File: src/rtl/div64_seq_if.sv
// Request/response bundle for the sequential divider: operands and start in,
// registered results and status out.
interface div64_seq_if #(
  parameter int WIDTH = 64
);
  logic             start;
  logic [WIDTH-1:0] dividend;
  logic [WIDTH-1:0] divisor;
  logic [WIDTH-1:0] quotient;
  logic [WIDTH-1:0] remainder;
  logic             busy;
  logic             done;
  logic             div_zero;

  modport master (
    output start, dividend, divisor,
    input  quotient, remainder, busy, done, div_zero
  );

  modport slave (
    input  start, dividend, divisor,
    output quotient, remainder, busy, done, div_zero
  );
endinterface

File: src/rtl/div64_seq.sv
// Unsigned restoring divider, one quotient bit per clock; done is seen WIDTH+1
// edges after acceptance (divide-by-zero: 1). start is only sampled while idle.
module div64_seq #(
  parameter int WIDTH = 64,
  parameter int CNT_W = 8
) (
  input  logic        clk,
  input  logic        rst_n,
  div64_seq_if.slave  i_div
);

  typedef enum logic [1:0] {S_IDLE, S_CALC, S_DONE} state_t;

  state_t           r_state;
  state_t           w_state_nxt;
  logic [WIDTH-1:0] r_rem;
  logic [WIDTH-1:0] r_quo;
  logic [WIDTH-1:0] r_div;
  logic [CNT_W-1:0] r_cnt;
  logic [WIDTH-1:0] r_quotient;
  logic [WIDTH-1:0] r_remainder;
  logic             r_div_zero;

  logic [WIDTH:0]   w_shift_hi;
  logic [WIDTH:0]   w_trial;
  logic             w_borrow;
  logic [WIDTH-1:0] w_rem_nxt;
  logic [WIDTH-1:0] w_quo_nxt;
  logic             w_last;

  // Upper part kept at WIDTH+1 bits so the remainder MSB survives the shift.
  assign w_shift_hi = {r_rem, r_quo[WIDTH-1]};
  assign w_trial    = w_shift_hi - {1'b0, r_div};
  assign w_borrow   = w_trial[WIDTH];
  assign w_rem_nxt  = w_borrow ? w_shift_hi[WIDTH-1:0] : w_trial[WIDTH-1:0];
  assign w_quo_nxt  = {r_quo[WIDTH-2:0], ~w_borrow};
  assign w_last     = (r_cnt == CNT_W'(WIDTH - 1));

  always_comb begin
    w_state_nxt = r_state;
    case (r_state)
      S_IDLE: begin
        if (i_div.start) begin
          w_state_nxt = (i_div.divisor == '0) ? S_DONE : S_CALC;
        end
      end
      S_CALC: begin
        if (w_last) begin
          w_state_nxt = S_DONE;
        end
      end
      S_DONE:  w_state_nxt = S_IDLE;
      default: w_state_nxt = S_IDLE;
    endcase
  end

  always_ff @(posedge clk or negedge rst_n) begin
    if (!rst_n) begin
      r_state     <= S_IDLE;
      r_rem       <= '0;
      r_quo       <= '0;
      r_div       <= '0;
      r_cnt       <= '0;
      r_quotient  <= '0;
      r_remainder <= '0;
      r_div_zero  <= 1'b0;
    end else begin
      r_state <= w_state_nxt;
      case (r_state)
        S_IDLE: begin
          if (i_div.start) begin
            r_div <= i_div.divisor;
            r_rem <= '0;
            r_quo <= i_div.dividend;
            r_cnt <= '0;
            if (i_div.divisor == '0) begin
              r_quotient  <= '1;
              r_remainder <= i_div.dividend;
              r_div_zero  <= 1'b1;
            end
          end
        end
        S_CALC: begin
          r_rem <= w_rem_nxt;
          r_quo <= w_quo_nxt;
          r_cnt <= r_cnt + 1'b1;
          // Results publish on the same edge as the final step.
          if (w_last) begin
            r_quotient  <= w_quo_nxt;
            r_remainder <= w_rem_nxt;
            r_div_zero  <= 1'b0;
          end
        end
        default: ;
      endcase
    end
  end

  assign i_div.quotient  = r_quotient;
  assign i_div.remainder = r_remainder;
  assign i_div.div_zero  = r_div_zero;
  assign i_div.busy      = (r_state != S_IDLE);
  assign i_div.done      = (r_state == S_DONE);

endmodule

File: src/flat_wrapper.sv
// flat-port wrapper written by rule: the top's interface ports become plain ports
module div64_seq_flat 
#(
  parameter int WIDTH = 64,
  parameter int CNT_W = 8
)
  (clk, rst_n, i_div_start, i_div_dividend, i_div_divisor, i_div_quotient, i_div_remainder, i_div_busy, i_div_done, i_div_div_zero);
  div64_seq_if #(.WIDTH(WIDTH)) i_div_i ();
  input  logic clk;
  input  logic rst_n;
  input wire logic [$bits(i_div_i.start)-1:0] i_div_start;
  input wire logic [$bits(i_div_i.dividend)-1:0] i_div_dividend;
  input wire logic [$bits(i_div_i.divisor)-1:0] i_div_divisor;
  output wire logic [$bits(i_div_i.quotient)-1:0] i_div_quotient;
  output wire logic [$bits(i_div_i.remainder)-1:0] i_div_remainder;
  output wire logic [$bits(i_div_i.busy)-1:0] i_div_busy;
  output wire logic [$bits(i_div_i.done)-1:0] i_div_done;
  output wire logic [$bits(i_div_i.div_zero)-1:0] i_div_div_zero;
  assign i_div_i.start = i_div_start;
  assign i_div_i.dividend = i_div_dividend;
  assign i_div_i.divisor = i_div_divisor;
  assign i_div_quotient = i_div_i.quotient;
  assign i_div_remainder = i_div_i.remainder;
  assign i_div_busy = i_div_i.busy;
  assign i_div_done = i_div_i.done;
  assign i_div_div_zero = i_div_i.div_zero;
  div64_seq #(.WIDTH(WIDTH), .CNT_W(CNT_W)) u_core (.clk(clk), .rst_n(rst_n), .i_div(i_div_i));
endmodule
File: config.mk
export PLATFORM = sky130hd
export DESIGN_NAME = div64_seq_flat
export DESIGN_NICKNAME = d
export VERILOG_FILES = /design/src/rtl/div64_seq_if.sv /design/src/rtl/div64_seq.sv /design/src/flat_wrapper.sv
export SDC_FILE = /design/constraint.sdc
export NUM_CORES = 1
export LEC_CHECK = 0
export CAP_MARGIN = 0
export CORE_AREA = 2 2 178 180
export CTS_BUF_LIST = sky130_fd_sc_hd__clkbuf_8
export CTS_CLUSTER_SIZE = 28
export DETAILED_ROUTE_END_ITERATION = 8
export DIE_AREA = 0 0 180 182
export MAX_ROUTING_LAYER = met4
export PLACE_DENSITY = 0.86
export SYNTH_ARGS = -nofsm -noshare
export SYNTH_HDL_FRONTEND = slang
export SYNTH_SLANG_ARGS = --single-unit
File: constraint.sdc
create_clock -name clk -period 7.65 [get_ports clk]
set_input_delay 1.53 -clock clk [delete_from_list [all_inputs] [get_ports clk]]
set_output_delay 1.53 -clock clk [all_outputs]
set_load 0.01 [all_outputs]
==> Word-level counts from Yosys, hierarchy flattened <==
Cells that the tools add are included.
{ "totals": {"ff_bits": 331, "input_bits": 131, "out_inout_bits": 131} }
{ "op_classes": {"n_addsub": 2, "n_eq_ne": 6, "n_mux": 23, "bitwise_logic": 1, "reduce_logical": 8} }
{ "op_table": {"columns": ["op", "n"], "rows": [
  ["$mux 64", 9],
  ["$pmux 64 s2", 4],
  ["$sub 65x64->65", 1],
  ["$logic_not 64->1", 1],
  ["$pmux 8 s2", 1],
  ["$add 8x1->8 const B", 1],
  ["$eq 8x6->1 const B", 1],
  ["$mux 8", 1],
  ["$mux 2", 3],
  ["$reduce_and 2->1", 3],
  ["$ne 2x1->1 const B", 2],
  ["$pmux 2 s2", 1],
  ["$reduce_and 4->1", 1],
  ["$reduce_bool 2->1", 2],
  ["$mux 1", 3],
  ["$eq 2x1->1 const B", 1],
  ["$eq 2x2->1 const B", 1],
  ["$logic_not 2->1", 1],
  ["$ne 2x2->1 const B", 1],
  ["$pmux 1 s2", 1],
  ["$not 1->1", 1]
]} }

==> Depth between registers and ports, before layout <==
{ "depth": {"word_depth": 4, "mapped_depth": 15} }

==> Worst setup path before layout <==
OpenSTA, ideal clock, no wires.
{ "synth_timing": {"path_kind": "input port to flip-flop", "from": "input i_div_divisor[26]", "to": "register u_core.r_remainder[11] (netlist: u_core.i_div.remainder[11])", "setup_time_ns": 0.125, "t_arrival_ns": 3.625, "required_time_ns": 7.525, "slack_ns": 3.900, "cell_stages": 9, "n_path_buf": 2, "cell_sequence": "or4_1 -> nor4_1 -> nand4_1 -> o21ai_0 -> nand2b_1 -> clkbuf_1 -> inv_2 -> clkbuf_1 -> mux2_2"} }
{ "synth_between": {"elab_chain_len": 3} }
{ "synth_rtl": {"columns": ["element", "line", "rtl"], "rows": [
  ["from (decl)", "flat_wrapper.sv:13", "input wire logic [$bits(i_div_i.divisor)-1:0] i_div_divisor;"],
  ["$logic_not 64->1", "div64_seq.sv:76", "if (i_div.divisor == '0) begin"],
  ["$ne 2x1->1 (no line)", null, null],
  ["$reduce_and 4->1 (no line)", null, null],
  ["to (signal assigned)", "div64_seq.sv:78", "r_remainder <= i_div.dividend;"],
  ["to (signal assigned)", "div64_seq.sv:90", "r_remainder <= w_rem_nxt;"],
  ["to (decl)", "div64_seq.sv:21", "logic [WIDTH-1:0] r_remainder;"]
]} }
No other way between the ends.
A chain may end at the register's enable or synchronous reset.

==> Worst setup path in the final report <==
{ "layout_timing": {"from": "register u_core.r_div[0]", "to": "register u_core.r_remainder[18] (netlist: u_core.i_div.remainder[18])"} }
{ "layout_between": {"elab_chain_len": 4} }
{ "layout_rtl": {"columns": ["element", "line", "rtl"], "rows": [
  ["from (decl)", "div64_seq.sv:18", "logic [WIDTH-1:0] r_div;"],
  ["from (signal assigned)", "div64_seq.sv:72", "r_div <= i_div.divisor;"],
  ["$sub 65x64->65", "div64_seq.sv:33", "assign w_trial = w_shift_hi - {1'b0, r_div};"],
  ["$mux 64", "div64_seq.sv:35", "assign w_rem_nxt = w_borrow ? w_shift_hi[WIDTH-1:0] : w_trial[WIDTH-1:0];"],
  ["$mux 64", "div64_seq.sv:88", "if (w_last) begin"],
  ["$pmux 64 s2", "div64_seq.sv:69", "case (r_state)"]
]} }
No other way between the ends. The select of a mux whose other input is x is not followed.

==> results.py <==
metrics = {
    "cells_and_area": {
        "layout_commonest_cell": "nand2_1",
        "stdcell_area_um2": 22100,
        "layout-drive-gt1-share_pct": 5.42,
        "nNetsFinal": 2522,
        "area_growth_syn_to_layout_pct": 21.1,
        "mostFrequentLayoutCells": "nand2_1, dfrtp_1, clkdlybuf4s50_1",
    },
    "sta": {
        "fin_tns_setup_ps": 0,
        "hold_viol_final": 0,
        "period_share_pct": 65.8,
        "setup_viol": 0,
        "report.final.slew_viol_count": 0,
        "fmax_mhz": 199,
        "finalClockSkew_ps": 31.7,
        "fin_crit_ps": 5030,
        "relSlewSlack_pct": 24.6,
        "worst_pin_slew_ps": 1130,
        "grt_setup_unrepaired": "false",
    },
    "clock_tree": {
        "clockBufferDepth": 3,
        "cts_hold_buffers": 0,
        "postCtsResizedCells": 0,
        "cts_sinks": 331,
        "cts_buffers": 52,
        "path_clk_slew_ps": 70,
        "post_cts_buffers": 0,
        "h-tree-depth": 2,
        "cts_root_buffer": "clkbuf_8",
        "clock_latency_ps": 610,
        "cts_tree": "done",
    },
    "setup_path": {
        "critPathTopFamily": "compound AO/OA/AOI/OAI gates",
        "cp_cell_sequence": "ha_1, fa_1, nand2b_1, a21oi_1, o211ai_2, nand3_2, o31a_1, a311o_1, nor2b_4, buf_4, mux2i_1, o21ai_1, mux2_2",
        "crit_path_max_incr_delay_ps": 780,
        "startpoint_type": "flip-flop",
        "end_kind": "flip-flop",
        "slowest_stage": "buf_4",
        "worstPathArrival_ps": 5520,
        "crit_type": "flip-flop to flip-flop",
        "crit_buf_inv": 1,
        "cp_max_fo": 52,
        "crit_required_ps": 8140,
    },
    "placed_design": {
        "dpl.hpwl_um": 41200,
        "io_buffers": 261,
        "place_congestion": 0.989,
        "placed_cell_area_um2": 20900,
    },
    "yosys": {
        "synth_top_area_cell": "dfrtp_1",
        "synth_area_per_cell_um2": 8.57,
        "synth_seq_cells": 331,
        "synth-main-ff-cell": "dfrtp_1",
        "async_flop_share_pct": 100,
        "synth_top_area_share_pct": 45.5,
        "synth_enable_flop_cells": 0,
        "synthDistinctLibCells": 73,
        "synthCells": 2126,
        "seq_area_frac_synth_pct": 45.5,
        "synth_nets": 2323,
        "syn-cell-area_um2": 18200,
        "yosysWarnings": 0,
        "synthTopCellsByArea": "dfrtp_1, nand2_1, a31oi_1",
    },
    "global_route": {
        "grt_max_degree": 162,
        "grtUsageTotal_pct": 34.7,
        "overflow": 0,
        "grt_antenna_before_repair": 3,
        "grt_pass1_vias": 15700,
        "grt_pass1_wl_um": 87500,
    },
    "routing": {
        "ant_nets": 0,
        "vias_per_cell": 6.09,
        "vias": 16800,
        "drt_iter0_markers": 1999,
        "route.detailed.drc": 0,
        "routedWlPerCell_um": 20.3,
        "drtPass1Iterations": 8,
        "wl_um": 56200,
    },
    "die": {
        "die_y_um": 182,
        "ios": 262,
        "die_w_um": 180,
        "initial_core_util_pct": 58.8,
        "design.core.area_um2": 31000,
        "rows": 65,
        "die_area_um2": 32800,
    },
    "hold_path": {
        "hold_class": "flip-flop to flip-flop",
    },
    "run_status": {
        "status": "finished clean",
    },
    "flow_run": {
        "cap_violations": 0,
    },
}
## final cells by class
cell class              count  area [um2]
flip-flops and latches    331        8280
clock inverters            30         262
repair buffers            274        2730
diodes                      2        5.00
well taps                 402         503
clock buffers              62         853
fillers                  2424        8930
inverters                 150         568
multi-input cells        1516        8850
## worst reg2reg max path, stage by stage, from the launching register on
cell and delay [ps]:
dfrtp_1 420, ha_1 250, fa_1 410, nand2b_1 190
a21oi_1 270, o211ai_2 150, nand3_2 150, o31a_1 350
a311o_1 300, nor2b_4 450, buf_4 780, mux2i_1 790
o21ai_1 120, mux2_2 280
## metrics by stage
stage | instances | utilization, % | setup slack, ps | hold slack, ps
floorplan | 2126 | - | 3900 | 454
global placement | 2673 | 67.6 | 2300 | 462
detailed placement | 2673 | 67.6 | 2200 | 469
CTS | 2765 | 71.1 | 2770 | 485
global route | 2767 | 71.2 | 2360 | 503
finish | 2767 | 71.2 | 2620 | 485
## final timing paths
path                                         endpoint                        from  slack [ps]  cells after the start
max                        u_core.i_div.remainder[18]             u_core.r_div[0]        2620                     13
min                        u_core.i_div.remainder[46]  u_core.i_div.remainder[46]         490                      1
max reg2reg                u_core.i_div.remainder[18]             u_core.r_div[0]        2620                     13
min reg2reg                u_core.i_div.remainder[46]  u_core.i_div.remainder[46]         490                      1
max in group asynchronous  u_core.i_div.remainder[63]                       rst_n        5300                      2
min in group asynchronous             u_core.r_div[5]                       rst_n         930                      1
## Yosys cell counts, types with 16 or more instances
cell / count
nand2_1: 352
dfrtp_1: 331
nor2_1: 231
o21ai_0: 168
inv_1: 149
a31oi_1: 141
a21oi_1: 118
clkbuf_1: 96
ha_1: 65
mux2i_1: 56
xnor2_1: 37
a21o_1: 29
nand4_1: 25
nor3_1: 21
o21ai_1: 21
mux2_2: 19
xor2_1: 19
nor4_1: 18
o211ai_1: 16
## routing by layer
| metal | up-vias | global-route usage (%) | share of wire [%] |
|---|---|---|---|
| li1 | 7792 | - | - |
| met3 | 107 | 6.24 | 9.8 |
| met2 | 890 | 49.7 | 43 |
| met5 | - | - | 0 |
| met1 | 8057 | 51.1 | 44 |
| met4 | 0 | 8.94 | 2.5 |
## sequential cells by signal (all words and copies together) (netlist names)
signal and cells:
u_core.i_div.quotient 64, u_core.r_div 64, u_core.i_div.remainder 64, u_core.r_quo 64, u_core.r_state 2, u_core.r_cnt 8
u_core.i_div.div_zero 1, u_core.r_rem 64
## cell families after synthesis
logic type | synth area share, %
simple gates | 16.8
compound gates | 20.0
flops | 45.5
buf+inv | 6.11
mux | 4.33
fa+ha+maj | 4.58
xor+xnor | 2.69
Power is not shown: default switching activity piles up to over one toggle a cycle in this logic, so the estimate is an artifact.
